`src/rtl/key_debounce_pulse.sv`:
```
// Two-channel push-button conditioner: 2-flop synchronizer, debounce FSM and a
// single-cycle key pulse per accepted press, with a per-channel held level.

// state      | meaning
// -----------+---------------------------------------------------------------
// IDLE       | button released and stable; waiting for a synchronized high
// ARMING     | sync high, counting stable-high cycles before accepting a press
// PRESSED    | press accepted (pulse already issued); waiting for sync low
// RELEASING  | sync low, counting stable-low cycles before accepting release
module key_debounce_channel #(
    parameter int DEBOUNCE_CYCLES = 16,
    parameter int CNT_W           = 20
) (
    input  logic clk,
    input  logic reset,
    input  logic raw,
    output logic key,
    output logic held
);

    typedef enum logic [1:0] {
        ST_IDLE      = 2'd0,
        ST_ARMING    = 2'd1,
        ST_PRESSED   = 2'd2,
        ST_RELEASING = 2'd3
    } state_t;

    localparam logic [CNT_W-1:0] CNT_TC = CNT_W'(DEBOUNCE_CYCLES - 1);

    logic             s1_q;
    logic             s1_d;
    logic             s2_q;
    logic             s2_d;
    state_t           state_q;
    state_t           state_d;
    logic [CNT_W-1:0] cnt_q;
    logic [CNT_W-1:0] cnt_d;
    logic             key_q;
    logic             key_d;
    logic             held_q;
    logic             held_d;
    logic             sync;
    logic             cnt_tc;

    assign sync   = s2_q;
    assign cnt_tc = (cnt_q == CNT_TC);

    always_comb begin
        s1_d    = raw;
        s2_d    = s1_q;
        state_d = state_q;
        cnt_d   = cnt_q;
        key_d   = 1'b0;

        case (state_q)
            ST_IDLE: begin
                if (sync) begin
                    state_d = ST_ARMING;
                    cnt_d   = '0;
                end
            end
            ST_ARMING: begin
                if (!sync) begin
                    state_d = ST_IDLE;
                    cnt_d   = '0;
                end else if (cnt_tc) begin
                    state_d = ST_PRESSED;
                    cnt_d   = '0;
                    key_d   = 1'b1;
                end else begin
                    cnt_d = cnt_q + 1'b1;
                end
            end
            ST_PRESSED: begin
                if (!sync) begin
                    state_d = ST_RELEASING;
                    cnt_d   = '0;
                end
            end
            ST_RELEASING: begin
                // A high here is release bounce: fall back without a new pulse.
                if (sync) begin
                    state_d = ST_PRESSED;
                    cnt_d   = '0;
                end else if (cnt_tc) begin
                    state_d = ST_IDLE;
                    cnt_d   = '0;
                end else begin
                    cnt_d = cnt_q + 1'b1;
                end
            end
            default: begin
                state_d = ST_IDLE;
                cnt_d   = '0;
            end
        endcase

        held_d = (state_d == ST_PRESSED) || (state_d == ST_RELEASING);
    end

    always_ff @(posedge clk) begin
        if (reset) begin
            s1_q    <= 1'b0;
            s2_q    <= 1'b0;
            state_q <= ST_IDLE;
            cnt_q   <= '0;
            key_q   <= 1'b0;
            held_q  <= 1'b0;
        end else begin
            s1_q    <= s1_d;
            s2_q    <= s2_d;
            state_q <= state_d;
            cnt_q   <= cnt_d;
            key_q   <= key_d;
            held_q  <= held_d;
        end
    end

    assign key  = key_q;
    assign held = held_q;

endmodule

module key_debounce_pulse #(
    parameter int DEBOUNCE_CYCLES = 16,
    parameter int CNT_W           = 20
) (
    input  logic       Clk,
    input  logic       Reset,
    input  logic       Btn0Raw,
    input  logic       Btn1Raw,
    output logic       Key0,
    output logic       Key1,
    output logic [1:0] Held
);

    logic held0;
    logic held1;

    // Channels are independent; simultaneous pulses are left to the consumer.
    key_debounce_channel #(
        .DEBOUNCE_CYCLES(DEBOUNCE_CYCLES),
        .CNT_W          (CNT_W)
    ) u_ch0 (
        .clk  (Clk),
        .reset(Reset),
        .raw  (Btn0Raw),
        .key  (Key0),
        .held (held0)
    );

    key_debounce_channel #(
        .DEBOUNCE_CYCLES(DEBOUNCE_CYCLES),
        .CNT_W          (CNT_W)
    ) u_ch1 (
        .clk  (Clk),
        .reset(Reset),
        .raw  (Btn1Raw),
        .key  (Key1),
        .held (held1)
    );

    assign Held = {held1, held0};

endmodule

```
`config.mk`:
```
export PLATFORM = sky130hd
export DESIGN_NAME = key_debounce_pulse
export DESIGN_NICKNAME = d
export VERILOG_FILES = /design/src/rtl/key_debounce_pulse.sv
export SDC_FILE = /design/constraint.sdc
export NUM_CORES = 1
export LEC_CHECK = 0
export BUFFER_PORTS_ARGS = -buffer_cell sky130_fd_sc_hd__buf_2
export CAP_MARGIN = 5
export CORE_MARGIN = 4
export CORE_UTILIZATION = 64
export CTS_BUF_LIST = sky130_fd_sc_hd__clkbuf_4 sky130_fd_sc_hd__clkbuf_8
export DETAILED_ROUTE_END_ITERATION = 16
export MAX_ROUTING_LAYER = met4
export PLACE_DENSITY = 0.82
export SLEW_MARGIN = 20
export SYNTH_ARGS = -nofsm -noshare
export SYNTH_HDL_FRONTEND = slang
export SYNTH_SLANG_ARGS = --single-unit
```
`constraint.sdc`:
```
create_clock -name Clk -period 2.6 [get_ports Clk]
set_input_delay 0.26 -clock Clk [delete_from_list [all_inputs] [get_ports Clk]]
set_output_delay 0.26 -clock Clk [all_outputs]
set_load 0.02 [all_outputs]
```
## Yosys cells after proc, flatten, opt, wreduce, memory -nomap -nowiden

Cells that the tools add are included.

| operators by class | value |
|---|---|
| add/subtract/negate cells | 2 |
| equality and inequality tests | 16 |
| muxes and demuxes | 28 |
| bitwise logic cells | 4 |
| reductions and logical operators | 8 |

Operators with widths:

| kind | number |
|---|---|
| 20-bit two-way mux | 10 |
| 20-bit one-hot mux with 4 select lines | 2 |
| 20-bit by 1-bit adder with 20-bit output (second input constant) | 2 |
| 20-bit by 4-bit equality test with 1-bit output (second input constant) | 2 |
| 2-bit two-way mux | 12 |
| 2-bit equality test (second input constant) | 8 |
| 2-bit one-hot mux with 4 select lines | 2 |
| 3-bit OR reduction | 2 |
| 2-bit by 1-bit equality test with 1-bit output (second input constant) | 2 |
| 2-bit logical NOT | 2 |
| 2-bit by 1-bit != test with 1-bit output (second input constant) | 2 |
| 2-bit != test (second input constant) | 2 |
| 1-bit NOT | 4 |
| 2-bit AND reduction | 2 |
| 1-bit logical OR | 2 |
| 1-bit two-way mux | 2 |

| word-level totals | value |
|---|---|
| register bits | 52 |
| bits of input ports | 4 |
| output and inout bits | 4 |
| logic and storage cells | 70 |

## Longest topological paths before layout

Gate-level depths: netlist of run 1.

| depth | value |
|---|---|
| depth after elaboration | 6 |
| mapped depth | 7 |
| gate-level depth less buffers | 6 |

## By module

A second synthesis of run 1 with hierarchy kept.

| second synthesis, totals | value |
|---|---|
| cells, all modules | 318 |
| area total of the unflattened synthesis | 2612.5 um^2 |

Modules (own cells, without submodules):

| module | times used | cells an instance | area each (um^2) | sequential area each (um^2) |
|---|---|---|---|---|
| key_debounce_channel | 2 | 158 | 1298.7 | 520.5 |
| key_debounce_pulse | 1 | 2 | 15.0 | 0.0 |

## Least setup slack after synthesis of run 1

OpenSTA, ideal clock, no wires.

| path | value |
|---|---|
| kind | flip-flop to flip-flop |
| start | register u_ch0.cnt_q[0] |
| end | register u_ch0.cnt_q[14] |
| library setup time | 114 ps |
| arrival time | 1681 ps |
| data required time | 2486 ps |
| setup slack | 805 ps |
| cell stages (with the launch flop) | 8 |
| buffers on the path | 1 |
| period minus slack after synthesis | 1795 ps |
| path through | dfxtp_1 > ha_1 > nand3_1 > nor2_1 > a21oi_2 > buf_2 > a21o_1 > a21o_1 |

| between the ends | value |
|---|---|
| longest elaborated chain between the ends | 4 |
| elaborated cells on any way between the ends | 6 |
| those cells by class | 1 x add/sub; 1 x eq/ne; 4 x mux |

RTL lines:

| element | line | RTL |
|---|---|---|
| start: declaration | 36 | `logic [CNT_W-1:0] cnt_q;` |
| start signal: assignment | 113 | `cnt_q <= cnt_d;` |
| 20-bit by 1-bit adder with 20-bit output / 20-bit by 4-bit equality test with 1-bit output (equally long branches) | 71, 89, 46 |  |
| 20-bit two-way mux * | 66, 85 |  |
| 20-bit two-way mux, on equally long branches | 82, 63 |  |
| 20-bit one-hot mux with 4 select lines * | 55 | `case (state_q)` |

Every way passes the cells marked *; elsewhere a longest branch is shown, timed or not.
A chain may end at the register's enable or synchronous reset.

## Worst setup path after layout of run 1

| path | value |
|---|---|
| start | register u_ch0.cnt_q[0] |
| end | register u_ch0.cnt_q[10] |

Same word-level chain as after synthesis.

==> out/summary.md, run 1 <==
The die area is 5080 sq um, and the final count of negative-setup-slack endpoints is 0. The overflow left after global routing is 0. The maximum fanout along the worst path was 23.

The path with the worst hold slack has its endpoint at u_ch1.s1_q. For the starting density of the core, the log shows 0.679. In this run the critical register-to-register path is launched from u_ch0.cnt_q[0].

The register bit count reported by yosys came out at 52. TritonCTS built the clock tree. Static timing analysis puts the maximum clock frequency at 513 MHz. The arrival time of the worst setup path is 2140 ps, and the number of library cell types mapped by synthesis is 50.

The total via count in the routed design was 2157. The cell area that synthesis handed to floorplanning was 2560 sq um. Total power for the finished layout comes to 0.00128 W. Largest area contributor in the netlist: dfxtp_1.

In the final routed layout, each cell accounts on average for 13.6 um. By area the synthesized netlist is led by dfxtp_1 (41%), nor2_1 (5.3%), nand3_1 (4.3%), nand2_1 (3.7%), nor4_1 (3.2%). The number of max-slew violations in the final report is 0.

Setup repair after global routing left no endpoint under its margin. Counting instances, the worst hold path has a depth of 2. The critical path is of the reg -> reg type.

The worst path in the final design needs a cycle of 1950 ps, including I/O delays and setup. The tools report the first-pass GRT wire length as 8.31 mm. For this block, the initial DRC count from the detailed router was 190. The synthesized instance count came out at 296. STA classifies the critical path startpoint as a flip-flop. The normalized max-slew margin is 0.410. For this design the static power due to leakage is 0.950 nW. Remaining antenna violation count: 0. The tools report the clock root buffer master as clkbuf_8.

The number of antenna violations at the first check in global routing was 0. The endpoint identified for the worst register-to-register timing path is u_ch0.cnt_q[10]. The run gives 3770 sq um as the core region area. The via count of the first global-routing pass is 1804.

The total instance count after detailed placement is 343, and the site row count is 22. The detailed-route vias per instance was 6.16. The slowest stage of the critical path is the dfxtp_1 cell. The count of input and output buffers came out at 7. The share of post-route cells with drive strength above 1 is 0.0927.

The logs give 0 for the quantity of hold-fixing buffers added after cts and 290 ps for the clock latency on the worst-skew pair. In this run the vertical extent of the chip is 71.2 um. The antenna diode count was 0; the synthesized area per cell was 8.65 sq um.

The detailed-route wire length was 4.78 mm. The element type at the critical path end is a flip-flop. At the pin with the least slew margin, the transition time is 882 ps. Routability-driven placement finished with a final weighted congestion of 0.874.

The worst-case IR drop observed on VDD is 0.000464 V. In the synthesized netlist the dominant register cell turns out to be dfxtp_1. In this run the most critical hold path is launched from Btn1Raw. After clock tree synthesis, the clock-pin slew on the worst setup and hold paths is 90 ps. The part of the cycle the worst path needs is 0.750, and the total cell area at the placement stage is 2590 sq um.

The peak per-stage delay on the critical path is 390 ps. The tools report the post-detailed-placement half-perimeter wirelength as 3.41 mm. Across all register-to-register paths, the minimum setup slack is 650 ps. At the end of the flow, the number of nets in the layout was 308. The final sum of negative setup slack is 0 ps.

Total of max-cap violations: 0. Worst hold slack: 186 ps. For the worst flop-to-flop path, the logic depth is 7. The required time of the critical path was 2790 ps. After clock tree synthesis, the repair step resized 0 gates. The tools report the register area share after synthesis as 0.407. In this run the worst setup path begins at u_ch0.cnt_q[0].

In this run the power density over the cells is 479 nW/um^2. The layout overhead on the synthesized area works out to 4.55%. Measured along the x axis, the die boundary spans 71.2 um. For this run, the detailed router's first-pass iteration total came to 4. Entering global routing, the biggest net connects 31 pins.

During synthesis, Yosys emitted a total of 0 warnings. The most used standard cell by instance count after synthesis was dfxtp_1. For the number of buffers on the longest clock path, the log shows 2.

In this run the post-CTS setup repair buffer count came out at 0. The area of all placed cells without fillers is 2680 sq um. For the setup clock skew after layout, the log shows 10.3 ps. The flow ran to the end, and the final reports show no timing, DRC or antenna violations. The tools report the total clock buffers created by CTS as 5. The number of nets in the synthesized netlist is 302. The final hold violation count was 0; the number of cells in the finished layout apart from fillers was 350.

After detailed routing, the number of remaining DRC violations is 0. CTS built an H-tree with a depth of 2. For the aggregate global-route resource usage, the log shows 0.202. The signal on the critical path passes through ha_1 -> nand3_1 -> nor2_1 -> a21oi_2 -> buf_4 -> a21o_1 -> a22o_1.

The count of flip-flops with a built-in enable after synthesis works out to 0. Worst hold path class: in -> reg. The clock net in this run drives a total of 52 sinks. The async set-reset flop share out of synthesis came out at 0. The area share of the leading cell type in the synthesized netlist works out to 0.407. In this run the count of I/O pins placed on the die edge is 8. In the synthesized netlist, the cells that appear most often are dfxtp_1 (52), nor2_1 (36), nand2_1 (25), nand3_1 (22), nor4_1 (13).
where the power goes:
part	internal, W	switching (W)
Combinational	0.0000161	0.0000298
Clock	0.000194	0.000239
Sequential	0.000799	0.00000346
Total	0.00101	0.000272
stage by stage:
step                utilization  setup WS (ps)
CTS                       0.710            649
finish                    0.710            650
floorplan                     -            805
detailed placement        0.688            665
global route              0.710            459
global placement          0.688            731
state kept, by name, indices dropped and copies added (netlist names), 2 cells and up:
signal and count:
u_ch1.cnt_q 20, u_ch1.state_q 2, u_ch0.cnt_q 20, u_ch0.state_q 2
worst max-delay path by stage:
stage,end
after floorplan,u_ch0.cnt_q[14]
after global placement,u_ch0.cnt_q[3]
after detailed placement,u_ch0.cnt_q[10]
after CTS,u_ch0.held
after global routing,u_ch0.state_q[1]
final,u_ch0.cnt_q[10]
layout by cell type (no fill, tap or decap), drive strengths merged, types with 7 or more instances in the layout:
| cell type | netlist | final |
|---|---|---|
| a21oi | 14 | 14 |
| a31oi | 11 | 11 |
| and3 | 7 | 7 |
| buf | 9 | 11 |
| dfxtp | 52 | 52 |
| mux2i | 8 | 8 |
| nand2 | 26 | 26 |
| nand3 | 23 | 23 |
| nand4 | 11 | 11 |
| nor2 | 37 | 37 |
| nor4 | 13 | 13 |
| o21ai | 8 | 8 |
| xor2 | 11 | 11 |
layout make-up:
| type | count | area, sq um |
|---|---|---|
| Multi-Input combinational cell | 227 | 1410 |
| Inverter | 5 | 18.8 |
| Clock inverter | 1 | 5.00 |
| Fill cell | 300 | 1090 |
| Tap cell | 48 | 60.1 |
| Timing Repair Buffer | 11 | 65.1 |
| Sequential cell | 52 | 1040 |
| Clock buffer | 6 | 76.3 |
routing by layer:
layer	up-vias	wire [um]	GRT usage
li1	1086	-	-
met1	1010	2380	0.309
met2	57	2090	0.283
met3	4	271	0.0337
met4	0	34	0.0355
met5	-	0	-
critical path: cells and delay by family (launching register included):
kind                     cells  cell delay (ps)
AND/OR/NAND/NOR              2              590
buffers and inverters        1              220
AO/OA/AOI/OAI                3              420
flip-flops                   1              390
adder cells (fa/ha/maj)      1              220
cells by family (layout without fill, tap and decap cells):
kind of cell / Yosys count / count (layout) / synth area share
AND/OR/NAND/NOR: 149 / 149 / 0.310
flip-flops: 52 / 52 / 0.407
AO/OA/AOI/OAI: 51 / 51 / 0.136
XOR/XNOR: 17 / 17 / 0.0640
buffers and inverters: 17 / 23 / 0.0425
multiplexers: 8 / 8 / 0.0313
adder cells (fa/ha/maj): 2 / 2 / 0.00977
Power figures use the tool's default switching activity.
==> run 2: changes to the inputs <==
clock period = 2 ns   (was 2.6 ns; I/O delays follow)
==> run 2 against run 1 <==
Combinational power is 34% higher. Sequential share of layout area is 1.3 points lower. Hold slack worse by 110 ps. Register-to-register slack worse by 500 ps. Die area stayed put. Setup slack worse by 500 ps. Clock skew is 2.3 ps higher. Cell area is 3.5% higher. Clock power is 77% higher. Final cell count is 2.3% higher. Via count is 1.7% higher. Global-route usage is 1.4 points higher.
==> out/summary.md, run 2 (same netlist as run 1, synthesis figures left out) <==
The flow ran to the end, and the final reports show no timing, DRC or antenna violations. The flip-flop and latch area is 1040 sq um (unchanged). The tools report the number of resized instances in the post-cts repair step as 1 (+1).

The tools report the quantity of hold-fixing buffers added after cts as 0 (unchanged). The worst-path cell with the longest stage delay is or3b_1. The met2 layer wire length in the routed design is 2.32 mm (+11%). The tools report the first-pass GRT wire length as 8.61 mm (+3.6%). The tools report the total via count in the routed design as 2194 (+1.7%).

Launching point of the worst reg2reg path: u_ch0.cnt_q[0]. The peak per-stage delay on the critical path is 380 ps (about the same), and the number of antenna violations at the first check in global routing is 0 (unchanged). The area of the multi-input gates is 1420 sq um (+0.53%).

The overflow left after global routing was 0 (unchanged); the number of design-rule violations left by the first detailed-router iteration was 150 (-21%). The routed wire length per instance works out to 14.6 um (+7.1%). The placer's final routability congestion estimate was 0.860 (-1.6%); the final core utilization was 0.735 (+0.0249). The final net count came out at 315 (+2.3%).

The DRC violations left is 0 (unchanged). For the post-detailed-placement half-perimeter wirelength, the log shows 3.56 mm (+4.6%). The worst hold path begins at Btn1Raw. The worst setup path is captured at a flip-flop. The tools report the startpoint of the worst setup timing path as u_ch0.cnt_q[0]. The setup clock skew after layout came out at 12.6 ps (+2.27 ps). The maximum number of pins on one net before global-route repair was 31 (unchanged). The number of cells in the finished layout apart from fillers was 358 (+2.3%). The internal power contribution came out at 0.00144 W (+42%). Share of post-route cells with drive strength above 1: 0.116 (+0.0234).

The switching power total is 0.000432 W (+59%), and the detailed-route wire length is 5.23 mm (+9.6%). The tools report the final count of negative-setup-slack endpoints as 0 (unchanged). The cell leakage power is 0.998 nW (+5.1%). The number of max-slew violations in the final report is 0 (unchanged), and the buffer count from post-CTS setup fixing is 0 (unchanged). The largest vdd supply drop is 0.000667 V (+44%). The tools report the clock root buffer master as clkbuf_8. The tools report the die area as 5080 sq um (unchanged). Leaving out fill and tap cells, the most frequent cells in the layout are dfxtp_1 (52), nor2_1 (36), nand2_1 (25). The logs give 0 (unchanged) for the remaining antenna violation count and 4 (unchanged) for the number of detailed-routing iterations run before antenna repair. The starting density of the core is 0.679 (unchanged), and the layout overhead on the synthesized area is 8.21%. The clock latency on the worst-skew pair is 330 ps (+40 ps). The logs give 2260 ps (-530 ps) for the required time of the critical path and 0.033 (-0.003) for the power share of the combinational group. The y dimension of the die works out to 71.2 um (unchanged).

The maximum fanout along the worst path works out to 7 (-70%). The run gives 52 (unchanged) as the clock net sink count. The part of the cycle the worst path needs was 0.923 (+0.173); the timing-limited maximum frequency was 542 MHz (+5.7%).

The tools report the number of ports placed on the die boundary as 8 (unchanged). The largest registers in the layout are u_ch0.cnt_q (20), u_ch1.cnt_q (20). The total of max-cap violations is 0 (unchanged), and the via count of the first global-routing pass is 1917 (+6.3%). The total instance count after detailed placement is 350 (+2.0%). Type of the setup path with the least slack: reg -> reg. For the final sum of negative setup slack, the log shows 0 ps (unchanged).

The normalized max-slew margin is 0.379 (-0.0309). The number of filler instances in the final layout is 282 (-6.0%), and the width of the die is 71.2 um (unchanged). The count of input and output buffers works out to 7 (unchanged).

The power density over cell area was 675 nW/um^2 (+41%); the H-tree depth was 2 (unchanged). The critical path goes through ha_1 -> nand3_1 -> nor2_1 -> buf_4 -> a21oi_4 -> or3b_1 -> a31oi_1. The aggregate global-route resource usage was 0.216 (+0.0139); the detailed-route vias per instance was 6.13 (-0.56%). The min-delay analysis places its worst path in the category in -> reg.

For the total clock buffers created by CTS, the log shows 5 (unchanged). STA classifies the critical path startpoint as a flip-flop. Setup repair after global routing left no endpoint under its margin.

The switching part of the total power is 0.231 (+0.0185), and the arrival time of the worst setup path is 2100 ps (-40 ps). Topmost layer with routed signal wires: met4. The tools report the number of buffers on the longest clock path as 2 (unchanged).

For the site row count, the log shows 22 (unchanged). The logs give 0 (unchanged) for the final hold violation count and 2.53 mm (+6.4%) for the wire length the detailed router placed on met1. The worst hold slack is 74.7 ps (-111 ps), and the total met3 wirelength after detailed routing is 279 um (+3.0%). Clock transition at the registers of the reported paths: 100 ps (about the same). The part of the total power dissipated in sequential elements came out at 0.558 (-0.068). The pin slew with the least headroom to its limit is 928 ps (+46.1 ps).

The final critical-path required period is 1850 ps (-104 ps). TritonCTS built the clock tree. The share of total power in the clock network was 0.409 (+0.071); the antenna diode count was 0 (unchanged). Core region area: 3770 sq um (unchanged). The most frequent standard cell in the layout excluding fill and tap cells was dfxtp_1.
-- run 2: changes by cell type in the layout (fill, tap and decap cells not counted) --
| cell | delta |
|---|---|
| a21oi_2 | -1 |
| a21oi_4 | +1 |
| buf_4 | +7 |
| bufinv_16 | +1 |
| clkbuf_4 | -1 |
| clkinv_2 | -1 |
| clkinvlp_4 | +1 |
| inv_6 | +1 |
-- run 2: final cells by class --
class | instances | share of cell area
well taps | 48 | 0.0217
clock inverters | 3 | 0.0167
multi-input cells | 227 | 0.512
repair buffers | 18 | 0.0425
flip-flops and latches | 52 | 0.376
inverters | 5 | 0.00678
clock buffers | 5 | 0.0248
-- run 2: critical path: cells and delay by family (launching register included) --
| family | cells | cell delay [ps] |
|---|---|---|
| adder cells (fa/ha/maj) | 1 | 240 |
| AO/OA/AOI/OAI | 2 | 410 |
| flip-flops | 1 | 350 |
| AND/OR/NAND/NOR | 3 | 590 |
| buffers and inverters | 1 | 170 |
-- run 2: power groups by stage --
stage	Sequential, W	Clock, W	Combinational (W)
floorplan	0.00107	0	0.0000464
global placement	0.00107	0	0.0000591
detailed placement	0.00107	0	0.0000605
CTS	0.00104	0.000762	0.0000606
global route	0.00105	0.000802	0.0000668
finish	0.00104	0.000765	0.0000613
-- run 2: path summary, 6_finish.rpt --
| check | endpoint | slack, ps | cells after the start |
|---|---|---|---|
| worst max-delay path | u_ch0.cnt_q[8] | 150 | 7 |
| worst min-delay path | u_ch1.s1_q | 70 | 2 |
| worst max register to register | u_ch0.cnt_q[8] | 150 | 7 |
| worst min register to register | u_ch1.s2_q | 460 | 1 |
-- run 2: per-layer routing --
layer / vias to the layer above / global-route usage
met3: 10 / 0.0421
met5: - / -
met2: 52 / 0.326
li1: 1099 / -
met4: 0 / 0.0752
met1: 1033 / 0.290
-- run 2: metrics by stage --
stage          power [W]  instance area (sq um)  setup slack, ps
6_report         0.00187                   2770              155
5_1_grt          0.00191                   2770             14.4
4_1_cts          0.00187                   2770              159
3_5_place_dp     0.00113                   2650            -16.1
3_3_place_gp     0.00113                   2650              114
2_1_floorplan    0.00111                   2560              205
